## src/rtl/saph_pixread_fb_pkg.sv

```systemverilog
// Shared types for the pixel-read framebuffer responder: pixel formats,
// the colour record, and the word-to-colour unpack helper.
package saph_pixread_fb_pkg;

  typedef enum logic {
    PIXFMT_ARGB8888 = 1'b0,
    PIXFMT_RGB565   = 1'b1
  } pixfmt_e;

  typedef struct packed {
    logic [7:0] a;
    logic [7:0] r;
    logic [7:0] g;
    logic [7:0] b;
  } color_t;

  localparam int COORD_W = 14;
  localparam int COLOR_W = 32;

  // RGB565 widens each field by replicating its top bits so full scale maps
  // to 0xFF; alpha is forced opaque. ARGB8888 maps the word straight across.
  function automatic color_t saph_unpack_pixel(logic [31:0] w, logic sel, pixfmt_e f);
    color_t     c;
    logic [15:0] h;
    h = sel ? w[31:16] : w[15:0];
    if (f == PIXFMT_RGB565) begin
      c.a = 8'hFF;
      c.r = {h[15:11], h[15:13]};
      c.g = {h[10:5],  h[10:9]};
      c.b = {h[4:0],   h[4:2]};
    end else begin
      c = color_t'(w);
    end
    return c;
  endfunction

endpackage

```

## src/rtl/saph_delay_pipe.sv

```systemverilog
// Reset-clearable fixed-depth shift register used to carry side-band fields
// alongside the SRAM read latency.
module saph_delay_pipe #(
  parameter int WIDTH = 1,
  parameter int DEPTH = 1
) (
  input  logic             i_clk,
  input  logic             i_rst_n,
  input  logic [WIDTH-1:0] i_d,
  output logic [WIDTH-1:0] o_q
);

  logic [WIDTH-1:0] r_stage [DEPTH];

  for (genvar g = 0; g < DEPTH; g++) begin : g_stage
    if (g == 0) begin : g_head
      // first stage captures the input
      always_ff @(posedge i_clk or negedge i_rst_n)
        if (!i_rst_n) r_stage[g] <= '0;
        else          r_stage[g] <= i_d;
    end else begin : g_tail
      // subsequent stages shift the previous one
      always_ff @(posedge i_clk or negedge i_rst_n)
        if (!i_rst_n) r_stage[g] <= '0;
        else          r_stage[g] <= r_stage[g-1];
    end
  end

  assign o_q = r_stage[DEPTH-1];

endmodule

```

## src/rtl/saph_pixread_fb.sv

```systemverilog
// Memory-side responder for pixel lookups: (x,y) -> linear SRAM word read,
// then unpack to colour. Fixed latency MEM_LAT+2, one lookup per cycle.
module saph_pixread_fb
  import saph_pixread_fb_pkg::*;
#(
  parameter int MEM_LAT = 1,
  parameter int ADDR_W  = 24,
  parameter int FMT     = 0
) (
  input  logic              i_clk,
  input  logic              i_rst_n,
  // pixel lookup port
  input  logic              i_d_trig,
  input  logic [13:0]       i_d_x,
  input  logic [13:0]       i_d_y,
  output logic              o_d_ready,
  output logic [31:0]       o_q_res,
  output logic              o_q_valid,
  // configuration
  input  logic [ADDR_W-1:0] i_cfg_base,
  input  logic [13:0]       i_cfg_stride,
  input  logic [13:0]       i_cfg_width,
  input  logic [13:0]       i_cfg_height,
  input  logic [31:0]       i_cfg_border,
  // SRAM port
  output logic              o_mem_re,
  output logic [ADDR_W-1:0] o_mem_addr,
  input  logic              i_mem_ready,
  input  logic [31:0]       i_mem_rdata
);

  localparam int      LATENCY   = MEM_LAT + 2;
  localparam int      DLY_DEPTH = LATENCY - 2;
  localparam pixfmt_e PFMT      = (FMT == 1) ? PIXFMT_RGB565 : PIXFMT_ARGB8888;
  localparam int      SB_W      = 3 + COLOR_W;

  // Reset release is held off one edge so d_ready never rises in the
  // same cycle the async reset is removed.
  logic r_run;
  // run flag: low in reset, high from the first edge after release
  always_ff @(posedge i_clk or negedge i_rst_n)
    if (!i_rst_n) r_run <= 1'b0;
    else          r_run <= 1'b1;

  logic w_acc;
  assign o_d_ready = i_mem_ready & r_run;
  assign w_acc     = i_d_trig & o_d_ready;

  // Address and bounds are formed from the live cfg in the accept cycle.
  logic [27:0]       w_prod;
  logic [28:0]       w_idx;
  logic [28:0]       w_off;
  logic [ADDR_W-1:0] w_addr;
  logic              w_oob;

  assign w_prod = 28'(i_d_y) * 28'(i_cfg_stride);
  assign w_idx  = 29'(w_prod) + 29'(i_d_x);
  assign w_off  = (PFMT == PIXFMT_RGB565) ? (w_idx >> 1) : w_idx;
  assign w_addr = i_cfg_base + ADDR_W'(w_off);
  assign w_oob  = (i_d_x >= i_cfg_width) | (i_d_y >= i_cfg_height);

  logic              r_a_vld, r_a_oob, r_a_sel, r_mem_re;
  logic [31:0]       r_a_border;
  logic [ADDR_W-1:0] r_mem_addr;

  // stage A: snapshot the lookup, issue the SRAM read for in-bounds pixels
  always_ff @(posedge i_clk or negedge i_rst_n)
    if (!i_rst_n) begin
      r_a_vld    <= 1'b0;
      r_a_oob    <= 1'b0;
      r_a_sel    <= 1'b0;
      r_a_border <= '0;
      r_mem_re   <= 1'b0;
      r_mem_addr <= '0;
    end else begin
      r_a_vld  <= w_acc;
      r_mem_re <= w_acc & ~w_oob;
      if (w_acc) begin
        r_a_oob    <= w_oob;
        r_a_sel    <= i_d_x[0];
        r_a_border <= i_cfg_border;
      end
      if (w_acc & ~w_oob) r_mem_addr <= w_addr;
    end

  assign o_mem_re   = r_mem_re;
  assign o_mem_addr = r_mem_addr;

  // Side-band rides a delay line matched to the SRAM read latency.
  logic [SB_W-1:0] w_c_bus;
  logic            w_c_vld, w_c_oob, w_c_sel;
  logic [31:0]     w_c_border;

  saph_delay_pipe #(.WIDTH(SB_W), .DEPTH(DLY_DEPTH)) u_sb_pipe (
    .i_clk   (i_clk),
    .i_rst_n (i_rst_n),
    .i_d     ({r_a_vld, r_a_oob, r_a_sel, r_a_border}),
    .o_q     (w_c_bus)
  );

  assign {w_c_vld, w_c_oob, w_c_sel, w_c_border} = w_c_bus;

  color_t r_q_res;
  logic   r_q_valid;

  // stage C: pick border or unpacked SRAM word, hold until the next result
  always_ff @(posedge i_clk or negedge i_rst_n)
    if (!i_rst_n) begin
      r_q_res   <= '0;
      r_q_valid <= 1'b0;
    end else begin
      r_q_valid <= w_c_vld;
      if (w_c_vld)
        r_q_res <= w_c_oob ? color_t'(w_c_border)
                           : saph_unpack_pixel(i_mem_rdata, w_c_sel, PFMT);
    end

  assign o_q_res   = r_q_res;
  assign o_q_valid = r_q_valid;

endmodule

```

## config.mk

```make
export PLATFORM = sky130hd
export DESIGN_NAME = saph_pixread_fb
export DESIGN_NICKNAME = d
export VERILOG_FILES = /design/src/rtl/saph_pixread_fb_pkg.sv /design/src/rtl/saph_delay_pipe.sv /design/src/rtl/saph_pixread_fb.sv
export SDC_FILE = /design/constraint.sdc
export NUM_CORES = 1
export LEC_CHECK = 0
export ABC_AREA = 1
export CORE_MARGIN = 2
export CORE_UTILIZATION = 40
export CTS_BUF_LIST = sky130_fd_sc_hd__clkbuf_8
export CTS_CLUSTER_SIZE = 8
export DETAILED_ROUTE_END_ITERATION = 10
export PLACE_DENSITY = 0.65
export SLEW_MARGIN = 5
export SYNTH_ARGS = -nofsm -noshare
export SYNTH_HDL_FRONTEND = slang
export SYNTH_SLANG_ARGS = --single-unit
```

## constraint.sdc

```tcl
create_clock -name i_clk -period 1.16 [get_ports i_clk]
set_input_delay 0.232 -clock i_clk [delete_from_list [all_inputs] [get_ports i_clk]]
set_output_delay 0.232 -clock i_clk [all_outputs]
set_load 0.03 [all_outputs]
```

======== Word-level counts from Yosys, hierarchy flattened ========
Cells that the tools add are included.
word-level totals
  output and inout port bits .............. 59
  word-level logic and storage cells ...... 24
  bits of input ports ..................... 162
  register bits ........................... 129
operators by class
  mux-type cells .......................... 1
  $lt $le $gt $ge ......................... 2
  $add $sub $neg .......................... 2
  multipliers ............................. 1
  bitwise gates (word level) .............. 5
operator list
  cell            count
  $mux 32         1
  $ge 14x14->1    2
  $add 24x14->24  1
  $add 24x24->24  1
  $mul 14x14->24  1
  $and 1x1->1     3
  $not 1->1       1
  $or 1x1->1      1

======== Depth between registers and ports, before layout ========
Gate-level depths: netlist of run 1.
  word-level depth ........................ 4
  mapped depth ............................ 28
  depth with buffers taken out ............ 27

======== By module ========
Synthesis of run 1 repeated with hierarchy kept, for this count alone.
second synthesis, totals
  cells, all modules ...................... 1,683
  area total of the unflattened synthesis .. 13,142.6 um^2
by module, submodules not included
  module           sequential area each (um^2)  cells an instance  times used  area each (um^2)
  saph_pixread_fb  2,352.3                      1,648              1           12,266.8
  saph_delay_pipe  875.8                        35                 1           875.8

======== Least setup slack after synthesis of run 1 ========
OpenSTA, ideal clock, no wires.
  kind .................................... input to register
  from .................................... in i_cfg_stride[0]
  to ...................................... reg r_mem_addr[23], in the netlist o_mem_addr[23]
  library setup time ...................... 0.117 ns
  path slack .............................. -3.776 ns
  stages .................................. 25
  buffers on the path ..................... 1
  arrival time ............................ 4.818 ns
  path through ............................ clkbuf_1 -> nand2_1 -> inv_1 -> fa_1 -> inv_1 -> fa_1 -> inv_1 -> fa_1 -> inv_1 -> fa_1 -> inv_1 -> fa_1 -> inv_1 -> fa_1 -> inv_1 -> ha_1 -> nand2_1 -> nor2_1 -> nand2_1 -> nor2_1 -> nand2_1 -> nand3_1 -> nand3_1 -> nand3_1 -> nand2_1
between the ends
  cells in the longest elaborated chain, start to end .. 3
RTL lines
  what                  line                   text
  from (decl)           saph_pixread_fb.sv:21  input logic [13:0] i_cfg_stride,
  $mul 14x14->24        saph_pixread_fb.sv:56  assign w_prod = 28'(i_d_y) * 28'(i_cfg_stride);
  $add 24x14->24        saph_pixread_fb.sv:57  assign w_idx = 29'(w_prod) + 29'(i_d_x);
  $add 24x24->24        saph_pixread_fb.sv:59  assign w_addr = i_cfg_base + ADDR_W'(w_off);
  to (signal assigned)  saph_pixread_fb.sv:83  if (w_acc & ~w_oob) r_mem_addr <= w_addr;
  to (decl)             saph_pixread_fb.sv:64  logic [ADDR_W-1:0] r_mem_addr;
Every way passes these cells.
A chain may end at the register's enable or synchronous reset.

======== Final worst setup path of run 1 ========
  from .................................... in i_d_y[7]
  to ...................................... reg r_mem_addr[16], in the netlist o_mem_addr[16]
between the ends
  cells in the longest elaborated chain, start to end .. 4
  elaborated cells on any way between the ends .. 7
RTL lines
  what                                                                    line                   text
  from (decl)                                                             saph_pixread_fb.sv:15  input logic [13:0] i_d_y,
  parallel branches: the longest is 4 deep, another holds $mul 14x14->24  n/a
Parallel ways; which one is timed is not known.

==> results.ini, run 1 <==
[drt]
via_per_inst=4.59
maxUsedRoutingLayer=met4
drtAntennaViolNets=0
drtIter0Drc=636
wl_per_cell_um=14.6
wl_met3_mm=1.21
vias=11800
wl_met1_mm=16.0
drt_first_pass_iters=5
route.met2.wl_mm=19.8
drc=0
drt-total-wl_mm=37.5

[worst_setup_path]
path_common_cell=inv_2
cp.required_ns=1.48
path_max_fanout=4
cp_top_family=adder cells
start_kind=input pin
reg2regPathDepth=8
rrSetupSlack_ns=-0.02
reg2reg_to=o_mem_addr[8]
crit_buf_inv=8
r2r-start=r_run
slowest_delay_ns=0.54
end_kind=flop
crit_path_top_delay_cell=fa_1
arrival_ns=4.99
crit_type=in2reg

[yosys]
synth_top_area_share_pct=26.5
syn_area_mm2=0.0131
synthCells=1673
yosysTopAreaCell=fa_1
yosys_most_used_dff=dfrtp_1
synth_area_leaders=fa_1 (27%), dfrtp_1 (24%), nand2_1 (16%)
syn_avg_cell_area_um2=7.81
seq_area_frac_synth_pct=24.3
netlist_top_cells_count=nand2_1 (559), inv_1 (435), fa_1 (173)
synth_seq_cells=127
async_flop_share_pct=100
synthDistinctLibCells=30
yosys_warnings=0
synth-edff-count=0
syn-num-nets=2107
yosysMostFrequentCell=nand2_1

[timing]
final-setup-viol-count=85
slew_violations=0
layout_setup_ws_ns=-3.51
finalSetupTns_ns=-73.16
max_freq_ghz=0.214
whs_ns=0.267
hold_viol_final=0
grt_setup_unrepaired=true
fin_crit_ns=4.67
post-route-period-util_pct=403
skew_ns=0.0142

[cells_and_area]
area_delta_synth_final_pct=55.6
layout-drive-gt1-share_pct=34.5
nNetsFinal=2543
diodes=0
finalInstanceArea_mm2=0.0203
finalNonFillerCells=2564

[cts]
cts.sinks=127
clk-insertion-delay-late_ns=0.43
clk_path_buf_depth=2
numCtsBuffers=17
cts-htree-levels=4
root_buffer=clkbuf_8
cts_tree=done
path_clk_slew_ns=0.08

[floorplanning]
die_h_um=185
die_area_mm2=0.0341
die_w_um=185
start_util_pct=40.3
pin_count=221
coreArea_mm2=0.0324
rows=66

[outcome]
status=finished with violations
violations=setup timing

[grt]
grt_usage_pct=22.7
grt_antenna_before_repair=0
grt_pass1_wl_mm=61.3
grt_max_degree=35
gr-total-overflow=0
grt_pass1_vias=12500

[place]
dp.cells=2435
gp_congestion=0.893
portBuffers=220
dp_hpwl_mm=29.6
place_area_mm2=0.0177

[worst_hold_path]
hp-class=in2async

[job]
maxCapViolCount=0

sequential cells by signal, summed over array words and instances (netlist names):
register / count
u_sb_pipe.o_q: 34
r_run: 1
o_mem_addr: 24
r_a_vld: 1
o_q_valid: 1
o_mem_re: 1
r_a_oob: 1
r_a_border: 32
o_q_res: 32
layer usage:
layer	track usage [%]	vias up
met2	42.1	232
met1	29.0	5761
li1	-	5734
met3	2.17	40
met5	0	-
met4	3.90	0
layout make-up:
type | count | area, um^2
fill | 2732 | 12000
multi-input combinational | 1053 | 9670
timing repair buffer | 469 | 4800
sequential | 127 | 3180
inverter | 441 | 1690
tap | 442 | 553
clock buffer | 19 | 262
clock inverter | 13 | 174
per-stage QoR:
| stage | utilization, % | worst slack (ns) |
|---|---|---|
| floorplan | - | -3.58 |
| global placement | 54.6 | -4.43 |
| detailed placement | 54.6 | -4.48 |
| CTS | 60.7 | -3.55 |
| global route | 62.8 | -3.77 |
| finish | 62.8 | -3.51 |
worst max-delay path by stage:
stage / start / to / slack (ns) / cells past startpoint
global route: i_d_y[5] / o_mem_addr[16] / -3.77 / 29
detailed placement: i_d_y[10] / o_mem_addr[23] / -4.48 / 23
floorplan: i_cfg_stride[3] / o_mem_addr[16] / -3.58 / 26
finish: i_d_y[7] / o_mem_addr[16] / -3.51 / 26
CTS: i_d_y[8] / o_mem_addr[16] / -3.55 / 28
global placement: i_d_y[10] / o_mem_addr[23] / -4.43 / 23
cells in the final DEF, fill, tap and decap left out, types with 16 or more instances in the layout:
| cell | instances |
|---|---|
| dlygate4sd2_1 | 16 |
| nand2_4 | 29 |
| nand2_1 | 466 |
| ha_1 | 35 |
| dfrtp_1 | 126 |
| inv_2 | 105 |
| nand2_2 | 66 |
| fa_2 | 16 |
| ha_4 | 60 |
| buf_4 | 166 |
| nand3_1 | 20 |
| nor2_1 | 50 |
| dlymetal6s2s_1 | 19 |
| buf_6 | 109 |
| a31oi_1 | 32 |
| buf_12 | 39 |
| inv_1 | 326 |
| clkbuf_8 | 19 |
| fa_1 | 157 |
| clkdlybuf4s50_1 | 97 |
cells by family after synthesis:
family	synth area share, %
AOI/OAI and AO/OA	3.73
DFF	24.3
buffers and inverters	14.4
xor gates and xnor gates	0.805
adders and majority gates	36.0
other	0.0287
and+or+nand+nor	20.7
what timing repair did:
action	CTS	global route
resized for setup	398	203
pin swaps	165	124
hold buffers	1	0
setup endpoints to repair	89	85
hold endpoints to repair	18	0
gates cloned	1	0
buffers inserted	77	30
Power of run 1 is not shown: default switching activity piles up to over one toggle a cycle in this logic, so the estimate is an artifact.
==> run 2: changes to the inputs <==
--- a/config.mk
+++ b/config.mk
@@ -7,11 +7,11 @@
 export LEC_CHECK = 0
 export ABC_AREA = 1
 export CORE_MARGIN = 2
-export CORE_UTILIZATION = 40
+export CORE_UTILIZATION = 51
 export CTS_BUF_LIST = sky130_fd_sc_hd__clkbuf_8
 export CTS_CLUSTER_SIZE = 8
 export DETAILED_ROUTE_END_ITERATION = 10
-export PLACE_DENSITY = 0.65
+export PLACE_DENSITY = 0.8
 export SLEW_MARGIN = 5
 export SYNTH_ARGS = -nofsm -noshare
 export SYNTH_HDL_FRONTEND = slang
==> run 2 against run 1 <==
  * The flow still finishes with violations (setup timing)
  * Core utilization is 17 points higher
  * Wire length grew 22%
  * Critical path type unchanged
  * Global-route usage rose by 8.1 points
  * Sequential share of layout area is 0.20 points higher
  * Fmax is 1.5% lower
==> results.ini, run 2 (synthesis gave the netlist of run 1 again) <==
[worst_setup_path]
reg2regPathDepth=7
crit_path_top_delay_cell=fa_1
startpoint=i_d_y[5]
crit_type=in2reg
cp.required_ns=1.50
slowest_delay_ns=0.55
crit_cells=26
arrival_ns=5.09
end_kind=flop
crit_path_end=o_mem_addr[23]
path_common_cell=fa_1
path_max_fanout=4
start_kind=input pin
cp_top_family=adder cells
reg2reg_to=o_mem_addr[5]
rrSetupSlack_ns=-0.24
crit_buf_inv=9
r2r-start=r_run

[place]
gp_congestion=0.942
portBuffers=220
place_area_mm2=0.0175
dp_hpwl_mm=29.4

[timing]
grt_setup_unrepaired=true
max_freq_ghz=0.211
post-route-period-util_pct=409
layout_setup_ws_ns=-3.59
hold_viol_final=0
final-setup-viol-count=87
fin_crit_ns=4.75
skew_ns=0.0119
slew_violations=0

[floorplanning]
coreArea_mm2=0.0252
die_w_um=164
die_area_mm2=0.0269
start_util_pct=51.9
rows=58
pin_count=221
die_h_um=164

[worst_hold_path]
hp-class=in2async

[cells_and_area]
largest_reg_flops=34
nNetsFinal=2542
layout-drive-gt1-share_pct=34.6
nFillCells=1382
finalInstanceArea_mm2=0.0201
layout_common_cells=nand2_1 (460), inv_1 (326), buf_4 (162), fa_1 (160), dfrtp_1 (124)
final_common_cell=nand2_1
area_delta_synth_final_pct=53.8
diodes=0

[grt]
grt_pass1_vias=13200
grt_max_degree=82
grt_busiest_layer=met2
grt_use_met2_pct=55.2
grt_pass1_wl_mm=64.3
met3_usage_pct=5.63
grt_usage_pct=30.8
use_met1_pct=35.9
gr-total-overflow=0
grt_antenna_before_repair=0

[drt]
via_per_inst=5.28
drc=0
drtAntennaViolNets=0
drt_first_pass_iters=5
drt-total-wl_mm=45.6
wl_per_cell_um=18.6
drtIter0Drc=1117
vias=12900

[outcome]
violations=setup timing
status=finished with violations

[job]
maxCapViolCount=0

[cts]
cts-htree-levels=4
cts.sinks=127
root_buffer=clkbuf_8
clk-insertion-delay-late_ns=0.44
clk_path_buf_depth=2
numCtsBuffers=17
path_clk_slew_ns=0.09
cts_tree=done

==> run 2: changes by cell type in the layout (fill, tap and decap cells not counted), sizes merged <==
cell and change:
buf -7, bufbuf +1, bufinv -2, clkbuf +1, clkdlybuf4s15 +7, clkdlybuf4s50 -6
clkinv +1, dlygate4sd2 +19, dlymetal6s2s -18, inv +3
==> run 2: what timing repair did <==
item / 4_1_cts / 5_1_grt
endpoints found under the setup margin: 85 / 111
cloned: 9 / 1
endpoints found under the hold margin: 127 / 0
pin swaps: 141 / 146
hold buffers: 1 / 0
buffers inserted: 59 / 40
resized for setup: 404 / 214
==> run 2: worst min path at each step <==
stage                     startpoint       endpoint  slack, ns  cells after the start
after floorplan              i_rst_n  o_mem_addr[0]      -0.06                      0
after global placement       i_rst_n     o_q_res[7]       0.24                      2
after detailed placement     i_rst_n     o_q_res[7]       0.24                      2
after CTS                    i_rst_n     o_q_res[7]       0.30                      3
after global routing         i_rst_n     o_q_res[7]       0.32                      3
final                        i_rst_n     o_q_res[7]       0.30                      3
==> run 2: layout make-up <==
class / count / area (um^2) / area share [%]
clock buffers: 17 / 234 / 1.16
clock inverters: 15 / 149 / 0.741
inverters: 441 / 1690 / 8.40
multi-input cells: 1053 / 9560 / 47.6
flip-flops and latches: 127 / 3180 / 15.8
well taps: 330 / 413 / 2.06
repair buffers: 468 / 4860 / 24.2
==> run 2: per-stage QoR <==
step / instances / setup TNS [ns] / util, % / hold WS [ns] / setup slack (ns)
floorplan: 1673 / -69.73 / - / -0.0636 / -3.58
global placement: 2320 / -100.83 / 69.3 / 0.240 / -4.46
detailed placement: 2320 / -103.40 / 69.3 / 0.238 / -4.45
CTS: 2417 / -75.17 / 76.1 / 0.299 / -3.51
global route: 2451 / -81.96 / 79.8 / 0.317 / -3.76
finish: 2451 / -78.13 / 79.8 / 0.305 / -3.59
==> run 2: worst min-delay path: cells and delay by family <==
kind / cells / cell delay [ns]
buffers and inverters: 3 / 0.89
==> run 2: layer usage <==
metal | wire [um] | vias up
li1 | - | 5722
met1 | 16200 | 6345
met2 | 23600 | 651
met3 | 2960 | 227
met4 | 2880 | 0
met5 | 0 | -
Power of run 2 is left out for the same reason.
==> run 3: changes to the inputs <==
--- a/config.mk
+++ b/config.mk
@@ -8,7 +8,7 @@
 export ABC_AREA = 1
 export CORE_MARGIN = 2
 export CORE_UTILIZATION = 51
-export CTS_BUF_LIST = sky130_fd_sc_hd__clkbuf_8
+export CTS_BUF_LIST = sky130_fd_sc_hd__clkbuf_4
 export CTS_CLUSTER_SIZE = 8
 export DETAILED_ROUTE_END_ITERATION = 10
 export PLACE_DENSITY = 0.8
==> run 3 against run 2 <==
  * The flow finishes with violations (DRC, setup timing)
  * Worst setup slack worse by 0.046 ns
  * Critical path depth up 1
  * Core utilization is 0.79 points higher
  * Cell count grew 0.78%
  * Clock skew up 0.016 ns
  * Global-route usage about the same
  * Final area rose by 0.99%
  * Count of clock-buffer cells in the layout grew 1
  * Flip-flop and latch count did not move
  * Via count up 4.1%
  * Die area unchanged
  * Critical endpoint is now o_mem_addr[12]
==> results.ini, run 3 (synthesis gave the netlist of run 1 again) <==
[outcome]
violations=DRC, setup timing
status=finished with violations

[worst_hold_path]
hold_start=i_cfg_border[23]
hold_depth=3
hp-class=in2reg

[worst_setup_path]
rrSetupSlack_ns=-0.27
cp.required_ns=1.64
crit_path_top_delay_cell=fa_1
slowest_delay_ns=0.54
arrival_ns=5.27
cp_top_family=adder cells
path_max_fanout=4
startpoint=i_d_y[6]
crit_buf_inv=10
crit_path_end=o_mem_addr[12]
start_kind=input pin
crit_cells=27
reg2regPathDepth=9
r2r-start=r_run
reg2reg_to=o_mem_addr[12]
end_kind=flop
path_common_cell=fa_1
crit_type=in2reg

[cts]
clk-insertion-delay-late_ns=0.56
cts.sinks=127
numCtsBuffers=17
cts-htree-levels=4
root_buffer=clkbuf_4
path_clk_slew_ns=0.13
cts_tree=done
clk_path_buf_depth=2

[drt]
drtIter0Drc=1312
wl_per_cell_um=20.1
drt_first_pass_iters=8
vias=13500
drc=1
drt-total-wl_mm=49.7
drtAntennaViolNets=0
via_per_inst=5.45

[floorplanning]
die_w_um=164
die_area_mm2=0.0269
rows=58
pin_count=221
die_h_um=164
start_util_pct=51.9
coreArea_mm2=0.0252

[timing]
final-setup-viol-count=116
skew_ns=0.0283
fin_crit_ns=4.79
slew_violations=0
max_freq_ghz=0.209
hold_viol_final=0
post-route-period-util_pct=413
layout_setup_ws_ns=-3.63
grt_setup_unrepaired=true

[place]
portBuffers=220
dp_hpwl_mm=29.4
dp.cells=2320
gp_congestion=0.942

[grt]
grt_usage_pct=30.8
grt_max_degree=82
grt_pass1_wl_mm=64.3
gr-total-overflow=0
grt_antenna_before_repair=4
grt_pass1_vias=13300

[cells_and_area]
largest_reg_flops=34
area_delta_synth_final_pct=55.3
layout-drive-gt1-share_pct=35.5
finalNonFillerCells=2470
nFillCells=1344
nNetsFinal=2557
final_common_cell=nand2_1
layout_common_cells=nand2_1 (432), inv_1 (348), buf_4 (172), fa_1 (160), dfrtp_1 (124)

[job]
maxCapViolCount=0

-- run 3: how the worst min path moves through the flow --
stage | endpoint | slack [ns]
after floorplan | o_mem_addr[0] | -0.06
after global placement | o_q_res[7] | 0.24
after detailed placement | o_q_res[7] | 0.24
after CTS | o_q_res[7] | 0.19
after global routing | r_a_border[19] | 0.19
final | r_a_border[23] | 0.21
-- run 3: area by class of cell --
class | count | area [um^2] | area share [%]
diodes | 4 | 10.0 | 0.0493
clock buffers | 18 | 135 | 0.666
clock inverters | 14 | 145 | 0.716
inverters | 441 | 1690 | 8.35
multi-input cells | 1053 | 9710 | 47.9
flip-flops and latches | 127 | 3180 | 15.7
well taps | 330 | 413 | 2.04
repair buffers | 483 | 4990 | 24.6
-- run 3: layer usage --
metal	part of all wire [%]	GRT usage [%]	vias up
met2	50	54.8	910
li1	-	-	5768
met1	34	35.3	6467
met3	8.6	5.48	328
met5	0	0	-
met4	7.6	16.0	0
-- run 3: timing repair --
item                       CTS  global route
hold buffers                 1             0
setup buffers               67            38
resized for setup          395           213
pin swaps                  127           139
hold endpoints to repair   127             0
gates cloned                 6            10
setup endpoints to repair   85           119
-- run 3: worst min-delay path: stages --
cell and delay (ns):
clkdlybuf4s50_1 0.39, nand2_1 0.06, nand2_1 0.04
-- run 3: stage by stage --
| stage | setup TNS [ns] | hold WS, ns | utilization, % | instance area, um^2 | worst slack [ns] |
|---|---|---|---|---|---|
| after global routing | -93.37 | 0.186 | 80.6 | 20300 | -3.67 |
| after floorplan | -69.73 | -0.0636 | - | 13900 | -3.58 |
| final | -86.87 | 0.208 | 80.6 | 20300 | -3.63 |
| after global placement | -100.83 | 0.240 | 69.3 | 17500 | -4.46 |
| after CTS | -83.27 | 0.189 | 76.2 | 19200 | -3.46 |
| after detailed placement | -103.40 | 0.238 | 69.3 | 17500 | -4.45 |
Power of run 3 is left out for the same reason.
